$ cat config.mk
export PLATFORM = sky130hd
export DESIGN_NAME = fsm_seq
export DESIGN_NICKNAME = d
export VERILOG_FILES = /design/src/rtl/fsm_pkg.sv /design/src/rtl/fsm_dwell_cnt.sv /design/src/rtl/fsm_seq.sv
export SDC_FILE = /design/constraint.sdc
export NUM_CORES = 1
export LEC_CHECK = 0
export CORE_MARGIN = 1.5
export CORE_UTILIZATION = 30
export DETAILED_ROUTE_END_ITERATION = 8
export PLACE_DENSITY = 0.53
export SETUP_SLACK_MARGIN = 0.02
export SLEW_MARGIN = 25
export SYNTH_ARGS = -nofsm -noshare
export SYNTH_HDL_FRONTEND = slang
export SYNTH_SLANG_ARGS = --single-unit
$ cat constraint.sdc
create_clock -name clock -period 2.3 [get_ports clock]
set_input_delay 0.575 -clock clock [delete_from_list [all_inputs] [get_ports clock]]
set_output_delay 0.575 -clock clock [all_outputs]
set_load 0.005 [all_outputs]
$ cat src/rtl/fsm_pkg.sv
`default_nettype none
// ============================================================================
// Module : fsm_pkg
// Shared mode constants, direction type and index-width helper for fsm_seq.
// Rev    : 1.0
// ============================================================================
package fsm_pkg;

    localparam int MODE_RING     = 0;
    localparam int MODE_PINGPONG = 1;

    typedef enum logic {
        DIR_UP   = 1'b0,
        DIR_DOWN = 1'b1
    } dir_e;

    // A single state still needs a one-bit index
    function automatic int clog2_min1(input int n);
        return (n <= 2) ? 1 : $clog2(n);
    endfunction

endpackage
`default_nettype wire

$ cat src/rtl/fsm_dwell_cnt.sv
`default_nettype none
// ============================================================================
// Module : fsm_dwell_cnt
// Saturating per-state dwell counter; ready once the count reaches dwell.
// Rev    : 1.0
// ============================================================================
module fsm_dwell_cnt #(
    parameter int DWELL_W = 4
) (
    input  logic               clock,
    input  logic               reset_n,
    input  logic               en,
    input  logic               clr,
    input  logic [DWELL_W-1:0] dwell,
    output logic               ready
);

    logic [DWELL_W-1:0] r_cnt;

    always_ff @(posedge clock or negedge reset_n) begin
        if (!reset_n) begin
            r_cnt <= '0;
        end else if (en) begin
            if (clr) begin
                r_cnt <= '0;
            end else if (r_cnt != '1) begin
                r_cnt <= r_cnt + 1'b1;
            end
        end
    end

    assign ready = (r_cnt >= dwell);

endmodule
`default_nettype wire

$ cat src/rtl/fsm_seq.sv
`default_nettype none
// ============================================================================
// Module : fsm_seq
// Parametrised ring / ping-pong phase sequencer with per-state dwell and load.
// Rev    : 1.0
// ============================================================================
module fsm_seq
    import fsm_pkg::*;
#(
    parameter  int NUM_STATES = 3,
    parameter  int DWELL_W    = 4,
    parameter  int MODE       = MODE_RING,
    localparam int SW         = clog2_min1(NUM_STATES)
) (
    input  logic                  clock,
    input  logic                  reset_n,
    input  logic                  en,
    input  logic [NUM_STATES-1:0] adv,
    input  logic [DWELL_W-1:0]    dwell,
    input  logic                  load,
    input  logic [SW-1:0]         load_state,
    output logic [SW-1:0]         y,
    output logic [NUM_STATES-1:0] y_onehot,
    output logic                  dir,
    output logic                  wrap
);

    localparam logic [SW-1:0] c_LAST     = SW'(NUM_STATES - 1);
    localparam logic [SW-1:0] c_PENULT   = SW'((NUM_STATES >= 2) ? NUM_STATES - 2 : 0);
    localparam logic [SW-1:0] c_FIRST_UP = SW'((NUM_STATES >= 2) ? 1 : 0);

    logic [SW-1:0]         r_y;
    logic [NUM_STATES-1:0] r_onehot;
    dir_e                  r_dir;
    logic                  r_wrap;

    logic                  w_ready;
    logic                  w_adv_cur;
    logic                  w_go;
    logic                  w_load_ok;
    logic                  w_clr;
    logic [31:0]           w_ls_ext;
    logic [SW-1:0]         w_step_y;
    dir_e                  w_step_dir;
    logic                  w_step_wrap;

    // The one-hot register doubles as the selector for the current advance bit
    assign w_adv_cur = |(adv & r_onehot);
    assign w_go      = w_ready & w_adv_cur;
    assign w_ls_ext  = 32'(load_state);
    assign w_load_ok = load && (w_ls_ext < 32'(NUM_STATES));
    assign w_clr     = w_load_ok | w_go;

    fsm_dwell_cnt #(
        .DWELL_W (DWELL_W)
    ) u_cnt (
        .clock   (clock),
        .reset_n (reset_n),
        .en      (en),
        .clr     (w_clr),
        .dwell   (dwell),
        .ready   (w_ready)
    );

    always_comb begin
        w_step_y    = r_y;
        w_step_dir  = r_dir;
        w_step_wrap = 1'b0;
        if (NUM_STATES == 1) begin
            w_step_y    = '0;
            w_step_dir  = DIR_UP;
            w_step_wrap = 1'b1;
        end else if (MODE == MODE_PINGPONG) begin
            if (r_dir == DIR_UP) begin
                if (r_y == c_LAST) begin
                    w_step_y    = c_PENULT;
                    w_step_dir  = DIR_DOWN;
                    w_step_wrap = 1'b1;
                end else begin
                    w_step_y = r_y + 1'b1;
                end
            end else begin
                if (r_y == '0) begin
                    w_step_y    = c_FIRST_UP;
                    w_step_dir  = DIR_UP;
                    w_step_wrap = 1'b1;
                end else begin
                    w_step_y = r_y - 1'b1;
                end
            end
        end else begin
            if (r_y == c_LAST) begin
                w_step_y    = '0;
                w_step_wrap = 1'b1;
            end else begin
                w_step_y = r_y + 1'b1;
            end
        end
    end

    // A load wins over an advance; an out-of-range load falls through to it
    always_ff @(posedge clock or negedge reset_n) begin
        if (!reset_n) begin
            r_y      <= '0;
            r_onehot <= NUM_STATES'(1);
            r_dir    <= DIR_UP;
            r_wrap   <= 1'b0;
        end else if (en) begin
            r_wrap <= 1'b0;
            if (w_load_ok) begin
                r_y      <= load_state;
                r_onehot <= NUM_STATES'(1) << load_state;
            end else if (w_go) begin
                r_y      <= w_step_y;
                r_onehot <= NUM_STATES'(1) << w_step_y;
                r_dir    <= w_step_dir;
                r_wrap   <= w_step_wrap;
            end
        end else begin
            r_wrap <= 1'b0;
        end
    end

    assign y        = r_y;
    assign y_onehot = r_onehot;
    assign dir      = r_dir;
    assign wrap     = r_wrap;

endmodule
`default_nettype wire

[Word-level counts from Yosys, hierarchy flattened]
Index checks and enable logic that the tools add are counted.
Storage, ports and cells
  memory bits (writable): 0
  ROM bits: 0
  bits in registers: 10
  memories kept: 0
  latch bits: 0
  bits of input ports: 13
Operators by class
  equal/unequal tests: 2
  reduce and logical (&&, ||, !) cells: 6
  muxes and demuxes: 11
  bitwise logic cells: 3
  div/mod/pow operators: 0
  shift operators: 2
  add/subtract/negate cells: 2
  $lt $le $gt $ge: 2
  multiply operators: 0
Operator list (number)
  $mux 4: 2
  $mux 2: 3
  $mux 3: 2
  $shl 1x2->3 const A: 2
  $add 4x1->4 const B: 1
  $ge 4x4->1: 1
  $mux 1: 4
  $ne 4x4->1 const B: 1
  $reduce_and 2->1: 2
  $reduce_bool 2->1: 2
  $and 3x3->3: 1
  $reduce_or 3->1: 1
  $add 2x1->2 const B: 1
  $eq 2x2->1 const B: 1
  $lt 2x2->1 const B: 1
  $and 1x1->1: 1
  $logic_and 1x1->1: 1
  $or 1x1->1: 1

[Depth between registers and ports, before layout]
Gate-level depths: netlist of run 1.
  word-level depth: 6
  gate-level depth with buffers: 6
  gate-level depth less buffers: 6

[Cells and area by module]
From an unflattened synthesis of run 1, not the netlist that was laid out.
Second synthesis, totals
  cell total of the unflattened synthesis: 72
  area total of the unflattened synthesis: 699.4 sq um
By module, submodules not included
  fsm_seq: cells an instance 36, instances 1, area each 381.6 sq um
  fsm_dwell_cnt: cells an instance 36, instances 1, area each 317.8 sq um

[Worst setup path after synthesis of run 1]
OpenSTA, ideal clock, no wires.
  kind: input to register
  start point: in adv[0]
  end point: reg r_y[1] (netlist: y[1])
  path slack: 0.289 ns
  stages on the path: 4
  buffers on the path: 0
  data arrival time: 1.886 ns
  cells stage by stage: a222oi_1 nand2_2 nand3_1 mux2_2
On the way
  cells in the longest elaborated chain, start to end: 5
RTL lines
  start, declared: RTL line fsm_seq.sv:18  | input logic [NUM_STATES-1:0] adv,
  $and 3x3->3: RTL line fsm_seq.sv:48  | assign w_adv_cur = |(adv & r_onehot);
  $reduce_or 3->1: RTL line fsm_seq.sv:48
  $and 1x1->1: RTL line fsm_seq.sv:49  | assign w_go = w_ready & w_adv_cur;
  $reduce_bool 2->1 (no source line)
  $reduce_and 2->1 (no source line)
  end signal, assigned: RTL line fsm_seq.sv:111  | r_y <= load_state;
  end signal, assigned: RTL line fsm_seq.sv:114  | r_y <= w_step_y;
  end, declared: RTL line fsm_seq.sv:32  | logic [SW-1:0] r_y;
Every way passes these cells.
A chain may end at the register's enable or synchronous reset.

[Final worst setup path of run 1]
  start point: in dwell[1]
  end point: reg r_y[1] (netlist: y[1])
On the way
  cells in the longest elaborated chain, start to end: 4
RTL lines
  start, declared: RTL line fsm_seq.sv:19  | input logic [DWELL_W-1:0] dwell,
  $ge 4x4->1: RTL line fsm_dwell_cnt.sv:32  | assign ready = (r_cnt >= dwell);
  $and 1x1->1: RTL line fsm_seq.sv:49
  $reduce_bool 2->1 (no source line)
  $reduce_and 2->1 (no source line)
Every way passes these cells.

==> summary.md, run 1 <==
| Metric | Value |
|---|---|
| Startpoint types | primary input |
| Area leader, netlist | dfrtp_1 |
| Worst r2r src | u_cnt.r_cnt[0] |
| Buf/Inv on CP | 2 |
| Synth top area cells | dfrtp_1 (35%), ha_1 (9.6%), inv_1 (5.8%) |
| Gate Count Post-Synth | 70 |
| Mapped Nets | between 80 and 90 |
| Std-Cell Core Area | 2000 µm² |
| Routed via count | 608 |
| Post-DP HPWL | 1.11 mm |
| Critical path fanouts, max | 3 |
| Worst r2r path cells | 6 |
| Via density | about 5.1 |
| Crit path kind | primary input to flip-flop |
| Sequential share of the synthesized area | between 30 and 40% |
| Gr usage total | 12.0% |
| I/O Buffers | 18 |
| Min Tclk post-route | ~2100 ps |
| Initial Util | 32.5% |
| Highest Signal Layer | met3 |
| Post-synth top cells | inv_1 (10), dfrtp_1 (9), a21oi_1 (6) |
| Ys Warns | 0 |
| CTS Buffer Depth | 2 |
| Area Overhead vs Synth | 40.8% |
| Routed Antenna Nets | 0 |
| Die X | 49.6 µm |
| Total CTS buffers | 3 |
| Crit-path cells | clkdlybuf4s50_1 > inv_1 > ha_1 > o211ai_1 > o211ai_1 > nand3_1 > mux2_2 |
| Cts hold-fix bufs | 0 |
| Htree depth | 1 |
| Yosys top cell area share | 34.6% |
| Final worst slack | 200 ps |
| Final Slew Violations | 0 |
| Flop2flop setup slack | 510 ps |
| Clk_skew | 10.0 ps |
| CP max stage delay | ~450 ps |
| Slowest cell on the critical path | clkdlybuf4s50_1 |
| Required @ worst endpoint | 2460 ps |
| DP Worst Slack | -73.5 ps |
| Initial antenna violation count | 0 |
| Row cnt | 16 |
| Pre-antenna DRT Iters | 5 |
| Worst path arrival time | 2260 ps |
| Ant diodes | 0 |
| Starting DRT DRC Count | 25 |
| Largest net degree at the start of global routing | 12 |
| Distinct cells, synth | 31 |
| Post-CTS Setup Bufs | 0 |
| Final Cell Area | 916 µm² |
| Die area | 2460 µm² |
| Cell Area, Placed | 872 µm² |
| WL final | 1.38 mm |
| Fillcell total | 198 |
| Non-Filler Instances | 120 |
| Final period utilization | 91.3% |
| Routed met2 length | 657 µm |
| Mapped Area | around 650 µm² |
| Clk_lat worst skew | 270 ps |
| Reg clk slew, reported paths | 70 ps |
| Static leakage | between 0.4 and 0.5 nW |
| Avg Cell Area, Syn | 9.29 µm² |
| Status | completed |
| Fmax | 476 MHz |
| Vias in the first global route | 504 |
| WL/cell | between 10 and 15 µm |
| Register bit count reported by yosys | 10 |
| CP endpoint kind | flip-flop |
| Layout cells sized above 1 | 14.0% |
| Final #Nets | 112 |
| CP Depth | 7 |
| Largest delay contributor family on the critical path | buffers and inverters |
| DR DRC count | 0 |
| Ys async rst share | between 90% and 100% |
| Crit path capture | y[1] |
| Start point of the worst hold path | y_onehot[2] |
| Setup violators final | 0 |
| Max-cap violations | 0 |
| Met3 wire length | a little under 70 µm |
| Top cell by count, worst path | o211ai_1 |
| Maximum VDD drop | 0.000577 V |
| Hold slack final | about 550 ps |
| Die H | 49.6 µm |
| CTS root buffer | clkbuf_4 |
| Power per cell area | 1020 nW/µm² |
| RSZ-0062 raised after global routing | false |
| HP Class | flip-flop to flip-flop |
| Final Hold Fails | 0 |
| Final TNS setup | 0 ps |
| Post-cts sizing count | 0 |
| First-pass GRT wire length | 2.26 mm |
| Clock Sinks | 10 |
| Grt ovf | 0 |
| Metal-1 WL | 658 µm |
| FF-to-FF End | y[1] |
| CTS tree | built |
| I/O pin cnt | 20 |
| Dominant cell by count in the synthesized netlist | inv_1 |
| GPL Wtd Cong | approximately 0.76 |
| Number of synthesized flops with an enable pin | 0 |
| Dpl cells | approximately 120 |
| CP Launch Point | dwell[1] |
| Top_reg_cell synth | dfrtp_1 |
per-stage QoR:
| stage | util (%) | power (mW) |
|---|---|---|
| 3_5_place_dp | 43.6 | 0.763 |
| 2_1_floorplan | - | 0.561 |
| 5_1_grt | 45.8 | 1.01 |
| 6_report | 45.8 | 0.930 |
| 4_1_cts | 45.4 | 0.927 |
| 3_3_place_gp | 43.6 | 0.760 |
sequential cells by signal, summed over array words and instances (netlist names):
| name | cells |
|---|---|
| u_cnt.r_cnt | 4 |
| y_onehot | 3 |
| y | 2 |
| wrap | 1 |
layout make-up:
cell class	count	area, µm²	share of cell area, %
Clock buffer	4	36.3	3.96
Inverter	10	37.5	4.10
Timing Repair Buffer	22	210	23.0
Tap cell	27	33.8	3.69
Multi-Input combinational cell	47	347	37.8
Sequential cell	10	251	27.5
routing by layer:
metal / global-route usage, % / up-vias
met5: 0 / -
met4: 2.78 / 0
met3: 4.55 / 0
met2: 18.2 / 17
met1: 16.1 / 288
li1: - / 303
cell families after synthesis:
kind of cell             after synthesis  synth area share, %
AO/OA/AOI/OAI                         23                 24.6
adder cells (fa/ha/maj)                5                 9.62
buffers and inverters                 13                 8.08
flip-flops                            10                 38.7
multiplexers                           4                 6.54
other                                  1                0.576
AND/OR/NAND/NOR                       14                 11.9
placed cells by master (no fill, tap or decap):
cell type / n
clkbuf_4: 3
nor2b_1: 1
ha_1: 5
a222oi_1: 1
nor2_1: 1
nand2b_1: 1
mux2i_1: 2
and3_1: 2
nor3b_1: 1
dfstp_2: 1
clkdlybuf4s50_1: 18
nand2_1: 2
clkbuf_8: 1
a21bo_2: 1
nand2_2: 1
mux2_2: 2
a31oi_1: 2
o21ai_0: 2
conb_1: 1
o2111ai_1: 1
o221ai_1: 2
o211ai_1: 4
a211o_1: 1
a21oi_1: 6
buf_4: 4
and2_1: 1
a22oi_1: 2
nand3_1: 2
inv_1: 10
nand4_1: 1
dfrtp_1: 9
o21a_1: 1
nor3_1: 1
worst min path at each step:
stage                                 to  slack [ps]  cells past startpoint
final                        y_onehot[2]         550                      1
after floorplan           u_cnt.r_cnt[0]         280                      0
after detailed placement     y_onehot[2]         530                      1
after global routing         y_onehot[2]         590                      1
after global placement       y_onehot[1]         540                      2
after CTS                    y_onehot[2]         550                      1
power by group:
group          switching, mW  total (mW)  internal [mW]
sequential            0.0731       0.328          0.255
combinational          0.193       0.442          0.249
clock                 0.0633       0.160         0.0962
No activity file was read; power rests on OpenSTA's default activity.
==> run 2, diff against run 1 <==
--- a/config.mk
+++ b/config.mk
@@ -8,7 +8,7 @@
 export CORE_MARGIN = 1.5
 export CORE_UTILIZATION = 30
 export DETAILED_ROUTE_END_ITERATION = 8
-export PLACE_DENSITY = 0.53
+export PLACE_DENSITY_LB_ADDON = 0.12
 export SETUP_SLACK_MARGIN = 0.02
 export SLEW_MARGIN = 25
 export SYNTH_ARGS = -nofsm -noshare
==> summary.md, run 2 (synthesis gave the netlist of run 1 again) <==
| Metric | Value |
|---|---|
| Final period utilization | 92.4% |
| Critical path fanouts, max | 4 |
| Final Hold Fails | 0 |
| Max-cap violations | 0 |
| Fmax | 471 MHz |
| Static leakage | 0.425 nW |
| Status | completed |
| Initial antenna violation count | 0 |
| Flop2flop setup slack | 450 ps |
| Routed Antenna Nets | 0 |
| RSZ-0062 raised after global routing | false |
| Power per cell area | 987 nW/µm² |
| Min Tclk post-route | 2130 ps |
| GPL Wtd Cong | 0.746 |
| Std-Cell Core Area | 2000 µm² |
| Hold-critical path depth | 1 |
| CTS tree | built |
| Metal-1 WL | 717 µm |
| Final #Nets | approximately 110 |
| Post-CTS Setup Bufs | 0 |
| Ant diodes | 0 |
| CTS Buffer Depth | 2 |
| Routed met2 length | 638 µm |
| Die area | 2460 µm² |
| Total Power | 0.902 mW |
| Commonest non-fill, non-tap cells in the layout | clkdlybuf4s50_1 (18), inv_1 (10), dfrtp_1 (9), a21oi_1 (6) |
| Starting DRT DRC Count | 9 |
| Biggest register | u_cnt.r_cnt |
| Clock Sinks | 10 |
| Start point of the worst hold path | y_onehot[2] |
| Required @ worst endpoint | 2460 ps |
| Vias in the first global route | roughly 570 |
| Die H | 49.6 µm |
| Post-DP HPWL | 1.12 mm |
| Startpoint types | primary input |
| Crit path kind | primary input to flip-flop |
| Clk_lat worst skew | 270 ps |
| FF-to-FF End | y[1] |
| CTS root buffer | clkbuf_4 |
| Grt ovf | 0 |
| Reg clk slew, reported paths | 70 ps |
| Setup violators final | 0 |
| Highest Signal Layer | met3 |
| Via density | 4.88 |
| Final Slew Violations | 0 |
| DR DRC count | 0 |
| I/O Buffers | 18 |
| Clk_skew | ~6.8 ps |
| Met3 wire length | 67 µm |
| Area Overhead vs Synth | 40.4% |
| First-pass GRT wire length | 2.48 mm |
| Total CTS buffers | 3 |
| Routed via count | 591 |
| Largest net degree at the start of global routing | 11 |
| Row cnt | 16 |
| Layout cells sized above 1 | approximately 14% |
| Initial Util | 32.5% |
| Gr usage total | a little over an eighth |
| CP endpoint kind | flip-flop |
| Max reg flops | 4 |
| Hold path endpoint | y_onehot[2] |
| Final worst slack | 175 ps |
| Commonest non-fill, non-tap cell in the layout | clkdlybuf4s50_1 |
| Worst r2r path cells | 6 |
| Pre-antenna DRT Iters | 4 |
| Post-cts sizing count | 0 |
| Htree depth | 1 |
| Maximum VDD drop | between 0.0005 and 0.0006 V |
| WL/cell | 11.8 µm |
| Cts hold-fix bufs | 0 |
| WL final | between 1 and 1.5 mm |
| Worst path arrival time | 2290 ps |
| HP Class | flip-flop to flip-flop |
| DP Worst Slack | -124 ps |
| I/O pin cnt | 20 |
| Die X | approximately 50 µm |
| Worst r2r src | u_cnt.r_cnt[0] |
run 2: changes by cell type in the layout (fill, tap and decap cells not counted):
cell	change
clkbuf_8	-1
clkbuf_1	+1
buf_4	+1
run 2: critical path: stages:
cell	delay (ps)
clkdlybuf4s50_1	450
inv_1	40
ha_1	190
nor3b_1	260
o211ai_1	190
nand3_1	220
mux2_2	350
run 2: worst max path at each step:
| stage | to | from | cells past startpoint |
|---|---|---|---|
| CTS | y[1] | dwell[1] | 7 |
| detailed placement | y[1] | dwell[1] | 7 |
| global placement | y_onehot[2] | dwell[1] | 7 |
| finish | y[1] | dwell[1] | 7 |
| floorplan | y[1] | adv[0] | 4 |
| global route | y_onehot[2] | dwell[1] | 7 |
run 2: routing by layer:
metal	GRT usage [%]	vias to the layer above
met5	0	-
met4	2.78	0
met3	5.45	0
met2	19.3	11
met1	18.6	276
li1	-	304
run 2: final cells by class:
type / instances / area [µm²]
clock buffer: 4 / 26.3
fill: 197 / 1090
inverter: 10 / 37.5
multi-input combinational: 47 / 347
sequential: 10 / 251
tap: 27 / 33.8
timing repair buffer: 23 / 218
run 2: where the power goes:
part | total (mW) | internal (mW) | switching, mW
combinational | 0.442 | 0.249 | 0.193
sequential | 0.328 | 0.255 | 0.0729
clock | 0.131 | 0.0672 | 0.0641
total | 0.902 | 0.572 | 0.330
run 2: stage by stage:
step	std cells	setup TNS (ps)	area [µm²]	utilization [%]	hold slack (ps)
final	121	0	913	45.6	542
after global routing	121	0	913	45.6	584
after CTS	121	0	913	45.6	545
after detailed placement	117	-367	887	44.3	529
after global placement	117	-394	887	44.3	533
after floorplan	70	0	651	-	279
